**config.mk**
```make
export PLATFORM = sky130hd
export DESIGN_NAME = dec_scan_flat
export DESIGN_NICKNAME = d
export VERILOG_FILES = /design/src/rtl/dec_scan_if.sv /design/src/rtl/dec_scan.sv /design/src/flat_wrapper.sv
export SDC_FILE = /design/constraint.sdc
export NUM_CORES = 1
export LEC_CHECK = 0
export ABC_AREA = 1
export CAP_MARGIN = 20
export CORE_AREA = 2 2 39 41
export CTS_CLUSTER_DIAMETER = 30
export DETAILED_ROUTE_END_ITERATION = 16
export DIE_AREA = 0 0 41 43
export HOLD_SLACK_MARGIN = 0.08
export SETUP_SLACK_MARGIN = 0.1
export SYNTH_ARGS = -nofsm -noshare
export SYNTH_HDL_FRONTEND = slang
export SYNTH_SLANG_ARGS = --single-unit
```
**constraint.sdc**
```tcl
create_clock -name clk -period 1.97 [get_ports clk]
set_clock_uncertainty 0.15 [all_clocks]
set_input_delay 0.4925 -clock clk [delete_from_list [all_inputs] [get_ports clk]]
set_output_delay 0.4925 -clock clk [all_outputs]
set_load 0.02 [all_outputs]
```
**src/rtl/dec_scan_if.sv**
```systemverilog
// dec_scan_if: control/output bundle for the registered scanning decoder.
// master drives enable, mode and select; slave returns the decoded lines,
// the current index and the wrap pulse.
interface dec_scan_if #(parameter int SEL_W = 2);
  logic                  e;
  logic                  mode;
  logic [SEL_W-1:0]      a;
  logic [(2**SEL_W)-1:0] y;
  logic [SEL_W-1:0]      idx;
  logic                  wrap;

  modport master (output e, mode, a, input  y, idx, wrap);
  modport slave  (input  e, mode, a, output y, idx, wrap);
endinterface

```
**src/rtl/dec_scan.sv**
```systemverilog
// dec_scan: registered N-to-2^N one-hot decoder with enable and auto-scan.
// Direct mode decodes a; scan mode walks the active line through all outputs,
// holding each for DWELL cycles and pulsing wrap when the index returns to 0.
// Optional build macro DEC_ACTIVE_LOW_EN: y is driven inverted (idle = all
// ones, active line = single 0); idx, wrap and timing are unaffected.
module dec_scan #(
  parameter int SEL_W = 2,
  parameter int DWELL = 4
) (
  input  logic       clk,
  input  logic       rst,
  dec_scan_if.slave  bus
);
  localparam int NL    = 2**SEL_W;
  localparam int CNT_W = (DWELL > 1) ? $clog2(DWELL) : 1;
  localparam logic [CNT_W-1:0] CNT_LAST = CNT_W'(DWELL - 1);

`ifdef DEC_ACTIVE_LOW_EN
  localparam logic POL = 1'b1;
`else
  localparam logic POL = 1'b0;
`endif

  logic             r_mode_q;
  logic [SEL_W-1:0] r_idx;
  logic [CNT_W-1:0] r_cnt;
  logic             r_wrap;
  logic [NL-1:0]    r_y;

  logic             w_entry;
  logic [SEL_W-1:0] w_idx_n;
  logic [CNT_W-1:0] w_cnt_n;
  logic             w_wrap_n;
  logic             w_act_n;
  logic [NL-1:0]    w_hot;

  assign w_entry = bus.mode & ~r_mode_q;

  // Next index/dwell/wrap in priority order: scan entry, disable, direct, scan.
  always_comb begin
    w_idx_n  = r_idx;
    w_cnt_n  = r_cnt;
    w_wrap_n = 1'b0;
    w_act_n  = 1'b0;
    if (w_entry) begin
      // Entry loads the start index even while disabled so the scan begins at a.
      w_idx_n = bus.a;
      w_cnt_n = '0;
      w_act_n = bus.e;
    end else if (!bus.e) begin
      // Disabled: outputs go idle, index and dwell count freeze mid-dwell.
      w_act_n = 1'b0;
    end else if (!bus.mode) begin
      w_idx_n = bus.a;
      w_cnt_n = '0;
      w_act_n = 1'b1;
    end else begin
      w_act_n = 1'b1;
      if (r_cnt == CNT_LAST) begin
        w_cnt_n  = '0;
        w_idx_n  = r_idx + 1'b1;
        w_wrap_n = &r_idx;
      end else begin
        w_cnt_n = r_cnt + 1'b1;
      end
    end
  end

  // One-hot of the next index so y and idx always agree in the same cycle.
  always_comb begin
    w_hot = '0;
    if (w_act_n) w_hot = NL'(1) << w_idx_n;
  end

  // State and output registers with synchronous reset.
  always_ff @(posedge clk) begin
    if (rst) begin
      r_mode_q <= 1'b0;
      r_idx    <= '0;
      r_cnt    <= '0;
      r_wrap   <= 1'b0;
      r_y      <= {NL{POL}};
    end else begin
      r_mode_q <= bus.mode;
      r_idx    <= w_idx_n;
      r_cnt    <= w_cnt_n;
      r_wrap   <= w_wrap_n;
      r_y      <= w_hot ^ {NL{POL}};
    end
  end

  assign bus.y    = r_y;
  assign bus.idx  = r_idx;
  assign bus.wrap = r_wrap;
endmodule

```
**src/flat_wrapper.sv**
```systemverilog
// flat-port wrapper written by rule: the top's interface ports become plain ports
module dec_scan_flat 
#(
  parameter int SEL_W = 2,
  parameter int DWELL = 4
)
  (clk, rst, bus_e, bus_mode, bus_a, bus_y, bus_idx, bus_wrap);
  dec_scan_if #(.SEL_W(SEL_W)) bus_i ();
  input  logic clk;
  input  logic rst;
  input wire logic [$bits(bus_i.e)-1:0] bus_e;
  input wire logic [$bits(bus_i.mode)-1:0] bus_mode;
  input wire logic [$bits(bus_i.a)-1:0] bus_a;
  output wire logic [$bits(bus_i.y)-1:0] bus_y;
  output wire logic [$bits(bus_i.idx)-1:0] bus_idx;
  output wire logic [$bits(bus_i.wrap)-1:0] bus_wrap;
  assign bus_i.e = bus_e;
  assign bus_i.mode = bus_mode;
  assign bus_i.a = bus_a;
  assign bus_y = bus_i.y;
  assign bus_idx = bus_i.idx;
  assign bus_wrap = bus_i.wrap;
  dec_scan #(.SEL_W(SEL_W), .DWELL(DWELL)) u_core (.clk(clk), .rst(rst), .bus(bus_i));
endmodule
```
==> results by group, run 1 <==
Global routing
  – Global-route total usage across every layer: between 10% and 20%
  – Antenna violations before repair: 0
  – Number of global-route vias before repair: 343
  – Overflow left after global routing: 0
  – Global-route wire length before repair: 1400 um
  – Pin count of the biggest net entering global routing: 7

Placed design
  – Quantity of I/O buffers inserted on ports: 12
  – Pre-CTS WS: 0.0819 ns
  – Cell area after placement: slightly above 600 um2
  – HPWL reported at the end of detailed placement: around 640 um
  – Final Wtd Congestion: between 0.6 and 0.7

Finish
  – Final-stage net count: 85
  – Filler cell count in the final layout: 147
  – Fraction of layout cells with a size suffix above 1: approximately a fifth
  – Synth-to-Final Area Change: 41.8%
  – Area taken by multi-input logic gates: 218 um2
  – Register cell area after layout: approximately 200 um2
  – Top library cells by usage in the layout, fill and taps aside: clkdlybuf4s50_1, dfxtp_1, nand2_1, nor2_1, inv_1
  – Ant diodes: 0
  – Final design instance area without fill: around 640 um2

Timing
  – Max_slew headroom: between 80% and 90%
  – Share of the clock period used by the worst path: 92.6%
  – Setup repair after global routing missed its margin: false
  – Final Hold Vio Count: 0
  – Highest Clock Rate: 548 MHz
  – Min setup slack post-route: 0.147 ns
  – Final setup viols: 0
  – Setup TNS after final layout: 0 ns
  – Clock period minus final worst setup slack: 1.82 ns
  – Pin slew with the least headroom to its limit: 0.237 ns
  – Max Slew Vio Count: 0

Floorplanning
  – Effective utilization at floorplan: between 30 and 40%
  – Width of the chip: 41 um
  – Die Outline Area: about 0.0018 mm2
  – IO Count: 13
  – Die span in y: 43 um
  – Number of core rows: 14
  – Core area: 0.00138 mm2

Drt
  – Total Wirelength: between 800 and 900 um
  – DRT met1 WL: 417 um
  – Wire length on met3: 47 um
  – Per-cell routed wire length: 9.25 um
  – Met2 wire length: roughly 360 um
  – Final antenna-violating net count: 0
  – Total number of vias: between 400 and 500
  – Number of DRC violations after detailed routing: 0
  – 1st-iter DRT viols: 9
  – Highest routing layer actually used: met4
  – Via-per-instance ratio: around 4.5
  – Router iterations before antenna repair: 4

Clocking
  – Buffers inserted by post-CTS timing repair: 0
  – TritonCTS clock tree: yes
  – Number of hold buffers added after cts: 0
  – Root Driver: clkbuf_4
  – Largest buffer count on any clock path: 2
  – Clock slew at reported path FFs: 0.07 ns
  – Number of H-tree levels: 1
  – Clk_lat worst skew: between 0.2 and 0.3 ns
  – # clock sinks: 10
  – Clock buffer count from CTS: 3

Worst setup path
  – Worst endpoint data arrival time: 1.18 ns
  – Crit Path Class: reg -> out
  – Family with the most delay on the worst path: buffers and inverters
  – Worst path required time: 1.33 ns
  – Critical path buffers and inverters: 1
  – Kind of capture point of the worst setup path: primary output
  – CP max FO: 1
  – Master of the slowest instance on the critical path: clkdlybuf4s50_1
  – Crit path largest cell delay: 0.60 ns
  – Startpoint Class: flop
  – Cells along the critical path: clkdlybuf4s50_1

Job
  – Count of maximum capacitance violations: 0

Logic synthesis
  – Count of cell types in the netlist: 17
  – Sequential element share of the synthesized area: 44.3%
  – Warning count from the yosys run: 0
  – Number of flip-flops and latches in the synthesized netlist: 10
  – Average cell area after synthesis: 7.92 um2
  – Net count after synthesis: 66
  – Synthesized netlist cell count: 57
  – Post-synth design cell area: about 450 um2

Worst hold path
  – Min-delay worst type: reg -> reg

Run status
  – Result of the run: complete, no violations

Power
  – LEAKAGE: between 0.2 and 0.3 nW
  – Areal power density over the cells: 747 mW/mm2
  – Maximum resistive drop on vdd: about 0.43 mV
## metal layers
metal,global-route usage (%),up-vias
li1,-,219
met1,16.5,173
met2,15.6,11
met3,3.14,2
met4,10.0,0
met5,0,-
## stage by stage
step	utilization (%)	hold slack [ns]	instances	power, mW
6_report	46.3	0.341	91	0.478
5_1_grt	46.3	0.367	91	0.502
4_1_cts	46.3	0.338	91	0.489
3_5_place_dp	43.9	0.326	87	0.297
3_3_place_gp	43.9	0.323	87	0.298
2_1_floorplan	-	0.309	57	0.262
## Yosys cell counts (all sizes together)
cell type  instances  area [um2]
a211oi             1        7.51
a21oi              4        20.0
a31oi              1        6.26
dfxtp             10         200
ha                 3        37.5
inv                9        33.8
nand2             11        48.8
nand3              5        30.0
nand4              1        6.26
nor2               9        36.3
o21ai              1        8.76
o21bai             1        7.51
or2                1        8.76
## repair_timing
item / in CTS / in global routing
hold endpoints to repair: 0 / 0
setup endpoints to repair: 2 / 0
gates resized for setup: 2 / 0
## logic make-up (layout without fill, tap and decap cells)
group,count (synthesis),after routing,share of synthesized area [%]
adder cells (fa/ha/maj),3,3,8.31
buffers and inverters,9,27,7.48
flip-flops,10,10,44.3
AO/OA/AOI/OAI,8,8,11.1
AND/OR/NAND/NOR,27,27,28.8
## flip-flops by register name, indices dropped and copies added (netlist names)
signal and flops:
u_core.r_cnt 2, u_core.bus.y 4, u_core.r_mode_q 1, u_core.bus.idx 2
u_core.bus.wrap 1
## final cells by class
| type | count | area share, % |
|---|---|---|
| well taps | 16 | 3.13 |
| multi-input cells | 38 | 34.0 |
| inverters | 9 | 5.27 |
| flip-flops and latches | 10 | 31.3 |
| clock buffers | 4 | 5.66 |
| repair buffers | 14 | 20.7 |
## report_power, final
group	switching (mW)	internal [mW]
Combinational	0.0400	0.0347
Sequential	0.00510	0.211
Clock	0.0757	0.112
Total	0.121	0.358
## path summary, 6_finish.rpt
check                          from         endpoint  slack, ns  cells after the start
setup / recovery    u_core.bus.y[3]         bus_y[3]       0.15                      1
hold / removal      u_core.r_cnt[1]  u_core.r_cnt[1]       0.34                      2
setup reg to reg  u_core.bus.idx[0]  u_core.bus.y[3]       0.62                      9
hold reg to reg     u_core.r_cnt[1]  u_core.r_cnt[1]       0.34                      2
(Power assumes the default switching activity.)
==> inputs of run 2 (changes only) <==
--- a/config.mk
+++ b/config.mk
@@ -5,7 +5,7 @@
 export SDC_FILE = /design/constraint.sdc
 export NUM_CORES = 1
 export LEC_CHECK = 0
-export ABC_AREA = 1
+export ABC_AREA = 0
 export CAP_MARGIN = 20
 export CORE_AREA = 2 2 39 41
 export CTS_CLUSTER_DIAMETER = 30
==> results by group, run 2 <==
Run status
  – Result of the run: complete, no violations

Clocking
  – Clock buffer count from CTS: 3
  – TritonCTS clock tree: yes
  – Buffers inserted by post-CTS timing repair: 0
  – Clk_lat worst skew: 0.25 ns
  – Largest buffer count on any clock path: 2
  – Number of H-tree levels: 1
  – Clock slew at reported path FFs: 0.06 ns
  – Root Driver: clkbuf_4
  – Number of hold buffers added after cts: 0
  – # clock sinks: 10

Finish
  – Most common cell after layout, fill and taps aside: dfxtp_1
  – Ant diodes: 0
  – Fraction of layout cells with a size suffix above 1: 18.8%
  – Top library cells by usage in the layout, fill and taps aside: dfxtp_1, clkdlybuf4s50_1, nor2_1
  – Final-stage net count: 75
  – Final standard cell utilization of the core: 47.2%
  – Synth-to-Final Area Change: 41.5%
  – Max reg flops: 4
  – Final cell count without fillers: 80
  – Final design instance area without fill: between 600 and 700 um2

Placed design
  – Cell area after placement: 623 um2
  – Final Wtd Congestion: ~0.74
  – Quantity of I/O buffers inserted on ports: 12
  – HPWL reported at the end of detailed placement: 711 um
  – Placed instance count: between 70 and 80
  – Pre-CTS WS: -0.175 ns

Worst setup path
  – Worst setup slack for register-to-register paths: about 0.34 ns
  – Worst path required time: roughly 1.3 ns
  – Worst R2R Start: u_core.bus.idx[0]
  – Family with the most delay on the worst path: buffers and inverters
  – Worst endpoint data arrival time: 1.15 ns
  – R2R Path End: u_core.bus.idx[1]
  – Number of cell instances on the worst register-to-register path: 6
  – Master of the slowest instance on the critical path: clkdlybuf4s50_1
  – Startpoint Class: flop
  – Cells along the critical path: clkdlybuf4s50_1
  – Crit Path Class: reg -> out
  – Kind of capture point of the worst setup path: primary output
  – Crit path largest cell delay: 0.59 ns
  – CP max FO: 1
  – Critical path buffers and inverters: 1

Drt
  – Router iterations before antenna repair: 5
  – Number of DRC violations after detailed routing: 0
  – 1st-iter DRT viols: 4
  – Per-cell routed wire length: about 11 um
  – Final antenna-violating net count: 0
  – Total Wirelength: about 900 um
  – Total number of vias: 380
  – Via-per-instance ratio: ~4.8

Worst hold path
  – Depth of the worst hold-timing path: 2
  – Min-delay worst type: reg -> reg
  – Start point of the worst min-delay path: u_core.r_cnt[1]
  – Worst Hold Endpoint: u_core.r_cnt[1]

Logic synthesis
  – Area contributors post-synth: dfxtp_1, ha_1, nor2_1
  – Dominant combinational cell family by area after synthesis: simple AND/OR/NAND/NOR gates
  – Adder and majority gate portion of the synthesized area: roughly 8.1%
  – Cell accounting for the most synthesized area: dfxtp_1
  – Most instantiated cells after synthesis: dfxtp_1, nor2_1, ha_1, nand2_1
  – Sequential element share of the synthesized area: between 40 and 50%
  – Cell with the most instances after synthesis: dfxtp_1
  – Post-Synth XOR/XNOR Area: 0%
  – Net count after synthesis: 55
  – Warning count from the yosys run: 0
  – Synth Area in Compound Gates: 12.7%
  – Number of flops mapped to enable cells by yosys: 0
  – Post-synth design cell area: 462 um2
  – Count of cell types in the netlist: 25
  – Most used flip-flop cell after synthesis: dfxtp_1
  – Simple-Gate Fraction of Synth Area: between 30 and 40%
  – Area share of the largest cell type after synthesis: 43.4%
  – Async SR Flop Fraction: 0%
  – Share of cell area taken by muxes after synthesis: 2.17%
  – Number of flip-flops and latches in the synthesized netlist: 10
  – Average cell area after synthesis: 10.0 um2
  – Synthesized netlist cell count: 46

Global routing
  – Global-route total usage across every layer: 12.6%
  – Layer with the highest usage: met2
  – Routing usage on met1: between 10% and 20%
  – Overflow left after global routing: 0
  – Met2 Usage GRT: 17.8%
  – Number of global-route vias before repair: 381
  – Antenna violations before repair: 0
  – Pin count of the biggest net entering global routing: 9
  – Global-route wire length before repair: 1480 um
  – GR Layer Usage met3: 1.57%

Timing
  – Max Slew Vio Count: 0
  – Final setup viols: 0
  – Clock period minus final worst setup slack: 1.79 ns
  – Min setup slack post-route: 0.178 ns
  – Highest Clock Rate: 558 MHz
  – Setup repair after global routing missed its margin: false
  – Setup TNS after final layout: 0 ns
  – Pin slew with the least headroom to its limit: approximately 0.25 ns
  – Final Hold Vio Count: 0
  – Share of the clock period used by the worst path: 90.9%
  – Max_slew headroom: 82.8%

Floorplanning
  – Effective utilization at floorplan: 33.4%
  – Die Outline Area: roughly 0.0018 mm2
  – Die span in y: ~43 um
  – Width of the chip: roughly 41 um
  – IO Count: 13
  – Number of core rows: 14
  – Core area: 0.00138 mm2

Power
  – Maximum resistive drop on vdd: just under 0.3 mV
  – LEAKAGE: between 0.2 and 0.3 nW
  – Areal power density over the cells: about 660 mW/mm2

Job
  – Count of maximum capacitance violations: 0
==> run 2: how the worst max path moves through the flow <==
stage	cells after the start	to	slack [ns]	startpoint
floorplan	5	u_core.bus.y[1]	0.38	u_core.bus.idx[0]
global placement	5	u_core.bus.y[2]	-0.15	bus_mode
detailed placement	5	u_core.bus.y[2]	-0.17	bus_mode
CTS	1	bus_y[0]	0.16	u_core.bus.y[0]
global route	6	u_core.bus.idx[1]	0.11	bus_e
finish	1	bus_y[0]	0.18	u_core.bus.y[0]
==> run 2: tightest hold or removal path: cells and delay by family, from the launching register on <==
kind	cells	cell delay [ns]
flip-flops	1	0.32
AND/OR/NAND/NOR	1	0.06
AO/OA/AOI/OAI	1	0.05
==> run 2: power breakdown <==
part,switching (mW),internal [mW]
clock,0.0596,0.0700
sequential,0.00775,0.211
combinational,0.0406,0.0444
==> run 2: kinds of logic (layout without fill, tap and decap cells) <==
group | count (synthesis) | in the layout
AND/OR/NAND/NOR | 23 | 23
flip-flops | 10 | 10
AO/OA/AOI/OAI | 7 | 7
adder cells (fa/ha/maj) | 3 | 3
buffers and inverters | 2 | 20
multiplexers | 1 | 1
==> run 2: layout make-up <==
class / instances / area, um2
Clock buffer: 3 / 22.5
Fill cell: 135 / 731
Multi-Input combinational cell: 34 / 256
Sequential cell: 10 / 200
Tap cell: 16 / 20.0
Timing Repair Buffer: 17 / 154
==> run 2: what timing repair did <==
item                       CTS  global route
resized for setup            4             0
hold endpoints to repair     0             0
setup endpoints to repair    3             0
==> run 2: per-layer routing <==
metal	vias to the layer above	routed length, um
met3	0	53
met1	171	430
met2	9	427
met5	-	0
li1	200	-
met4	0	0
==> run 2: metrics by stage <==
stage | power (mW) | hold slack (ns)
finish | 0.433 | 0.330
floorplan | 0.268 | 0.296
CTS | 0.442 | 0.330
global placement | 0.307 | 0.318
detailed placement | 0.308 | 0.322
global route | 0.458 | 0.384
==> inputs of run 3 (changes only) <==
==> constraint.sdc (replaced) <==
create_clock -name clk -period 1.97 [get_ports clk]
set_clock_uncertainty 0.15 [all_clocks]
set_input_delay 0.4925 -clock clk [delete_from_list [all_inputs] [get_ports clk]]
set_output_delay 0.4925 -clock clk [all_outputs]
set_load 0.005 [all_outputs]
==> results by group, run 3 (synthesis results as in run 2) <==
Worst hold path
  – Min-delay worst type: reg -> reg

Placed design
  – Cell area after placement: 623 um2
  – HPWL reported at the end of detailed placement: a little over 700 um
  – Placed instance count: 77
  – Quantity of I/O buffers inserted on ports: 12
  – Final Wtd Congestion: approximately 0.74

Drt
  – Number of DRC violations after detailed routing: 0
  – Total Wirelength: 912 um
  – Router iterations before antenna repair: 5
  – Per-cell routed wire length: ~11 um
  – Final antenna-violating net count: 0
  – Via-per-instance ratio: roughly 4.8
  – Total number of vias: 380
  – 1st-iter DRT viols: 4

Finish
  – Ant diodes: 0
  – Filler cell count in the final layout: 134
  – Most common cell after layout, fill and taps aside: clkdlybuf4s50_1
  – Final-stage net count: 75
  – Fraction of layout cells with a size suffix above 1: 20.3%
  – Top library cells by usage in the layout, fill and taps aside: clkdlybuf4s50_1, dfxtp_1, nor2_1
  – Final design instance area without fill: 657 um2
  – Max reg flops: 4
  – Final cell count without fillers: 80
  – Synth-to-Final Area Change: 42.3%

Clocking
  – Number of H-tree levels: 1
  – CTS resizes: 2
  – Largest buffer count on any clock path: 2
  – Clock buffer count from CTS: 3
  – # clock sinks: 10
  – Buffers inserted by post-CTS timing repair: 0
  – Clock slew at reported path FFs: 0.06 ns
  – Clk_lat worst skew: 0.25 ns
  – Root Driver: clkbuf_4
  – Number of hold buffers added after cts: 0
  – TritonCTS clock tree: yes

Floorplanning
  – Die Outline Area: between 0.0015 and 0.002 mm2
  – Width of the chip: 41 um
  – Die span in y: 43 um
  – IO Count: 13
  – Number of core rows: 14
  – Core area: about 0.0014 mm2
  – Effective utilization at floorplan: 33.4%

Global routing
  – Global-route wire length before repair: 1480 um
  – Number of global-route vias before repair: approximately 380
  – Global-route total usage across every layer: 12.6%
  – Pin count of the biggest net entering global routing: 9
  – Antenna violations before repair: 0
  – Overflow left after global routing: 0

Worst setup path
  – Worst path required time: approximately 1.3 ns
  – Crit path largest cell delay: 0.52 ns
  – CP max FO: 4
  – Cells along the critical path: clkdlybuf4s50_1
  – Worst endpoint data arrival time: 1.16 ns
  – Crit Path Class: reg -> out
  – Kind of capture point of the worst setup path: primary output
  – Family with the most delay on the worst path: buffers and inverters
  – Master of the slowest instance on the critical path: clkdlybuf4s50_1
  – Critical path buffers and inverters: 1
  – Startpoint Class: flop

Timing
  – Max_slew headroom: 82.8%
  – Clock period minus final worst setup slack: 1.80 ns
  – Final Hold Vio Count: 0
  – Share of the clock period used by the worst path: 91.3%
  – Max Slew Vio Count: 0
  – Final setup viols: 0
  – Setup repair after global routing missed its margin: false
  – Pin slew with the least headroom to its limit: 0.254 ns
  – Highest Clock Rate: 556 MHz

Job
  – Count of maximum capacitance violations: 0

Power
  – Overall Power: about 430 uW
  – LEAKAGE: 0.262 nW
  – Areal power density over the cells: 652 mW/mm2
  – Maximum resistive drop on vdd: a little under 0.3 mV

Run status
  – Result of the run: complete, no violations
## run 3: changes by cell type in the layout (fill, tap and decap cells not counted), sizes merged
cell / change
dlygate4sd2: -2
clkdlybuf4s50: +2
## run 3: path summary, 6_finish.rpt
path / to / from / slack [ns] / cells past startpoint
worst min register to register: u_core.r_cnt[1] / u_core.r_cnt[1] / 0.33 / 2
worst max-delay path: bus_idx[1] / u_core.bus.idx[1] / 0.17 / 1
worst min-delay path: u_core.r_cnt[1] / u_core.r_cnt[1] / 0.33 / 2
worst max register to register: u_core.bus.idx[1] / u_core.r_cnt[0] / 0.38 / 6
## run 3: through the flow
| stage | TNS, ns | utilization, % | worst slack [ns] | hold WS (ns) |
|---|---|---|---|---|
| 3_3_place_gp | -0.590 | 45.0 | -0.151 | 0.318 |
| 2_1_floorplan | 0 | - | 0.434 | 0.296 |
| 6_report | 0 | 47.5 | 0.172 | 0.330 |
| 4_1_cts | 0 | 47.4 | 0.104 | 0.330 |
| 3_5_place_dp | -0.800 | 45.0 | -0.175 | 0.322 |
| 5_1_grt | 0 | 47.5 | 0.107 | 0.384 |
## run 3: power by group
| part | internal [mW] | total [mW] | switching, mW |
|---|---|---|---|
| combinational | 0.0466 | 0.0792 | 0.0326 |
| sequential | 0.211 | 0.219 | 0.00795 |
| clock | 0.0700 | 0.130 | 0.0596 |
| total | 0.328 | 0.428 | 0.100 |
## run 3: metal layers
layer	routed length, um	vias to the layer above	share of wire, %	track usage (%)
met5	0	-	0	0
met4	0	0	0	8.00
met3	52	0	5.7	1.57
met2	428	9	47	17.8
met1	431	171	47	17.2
li1	-	200	-	-
## run 3: layout make-up
class                   count  area [um2]  share of cell area, %
repair buffers             17         156                   23.8
flip-flops and latches     10         201                   30.7
multi-input cells          34         256                   39.0
clock buffers               3        22.5                   3.43
well taps                  16        20.0                   3.05
## run 3: worst min-delay path, stage by stage (launching register included)
cell	delay [ns]
dfxtp_1	0.32
nand2_1	0.06
a21oi_1	0.05
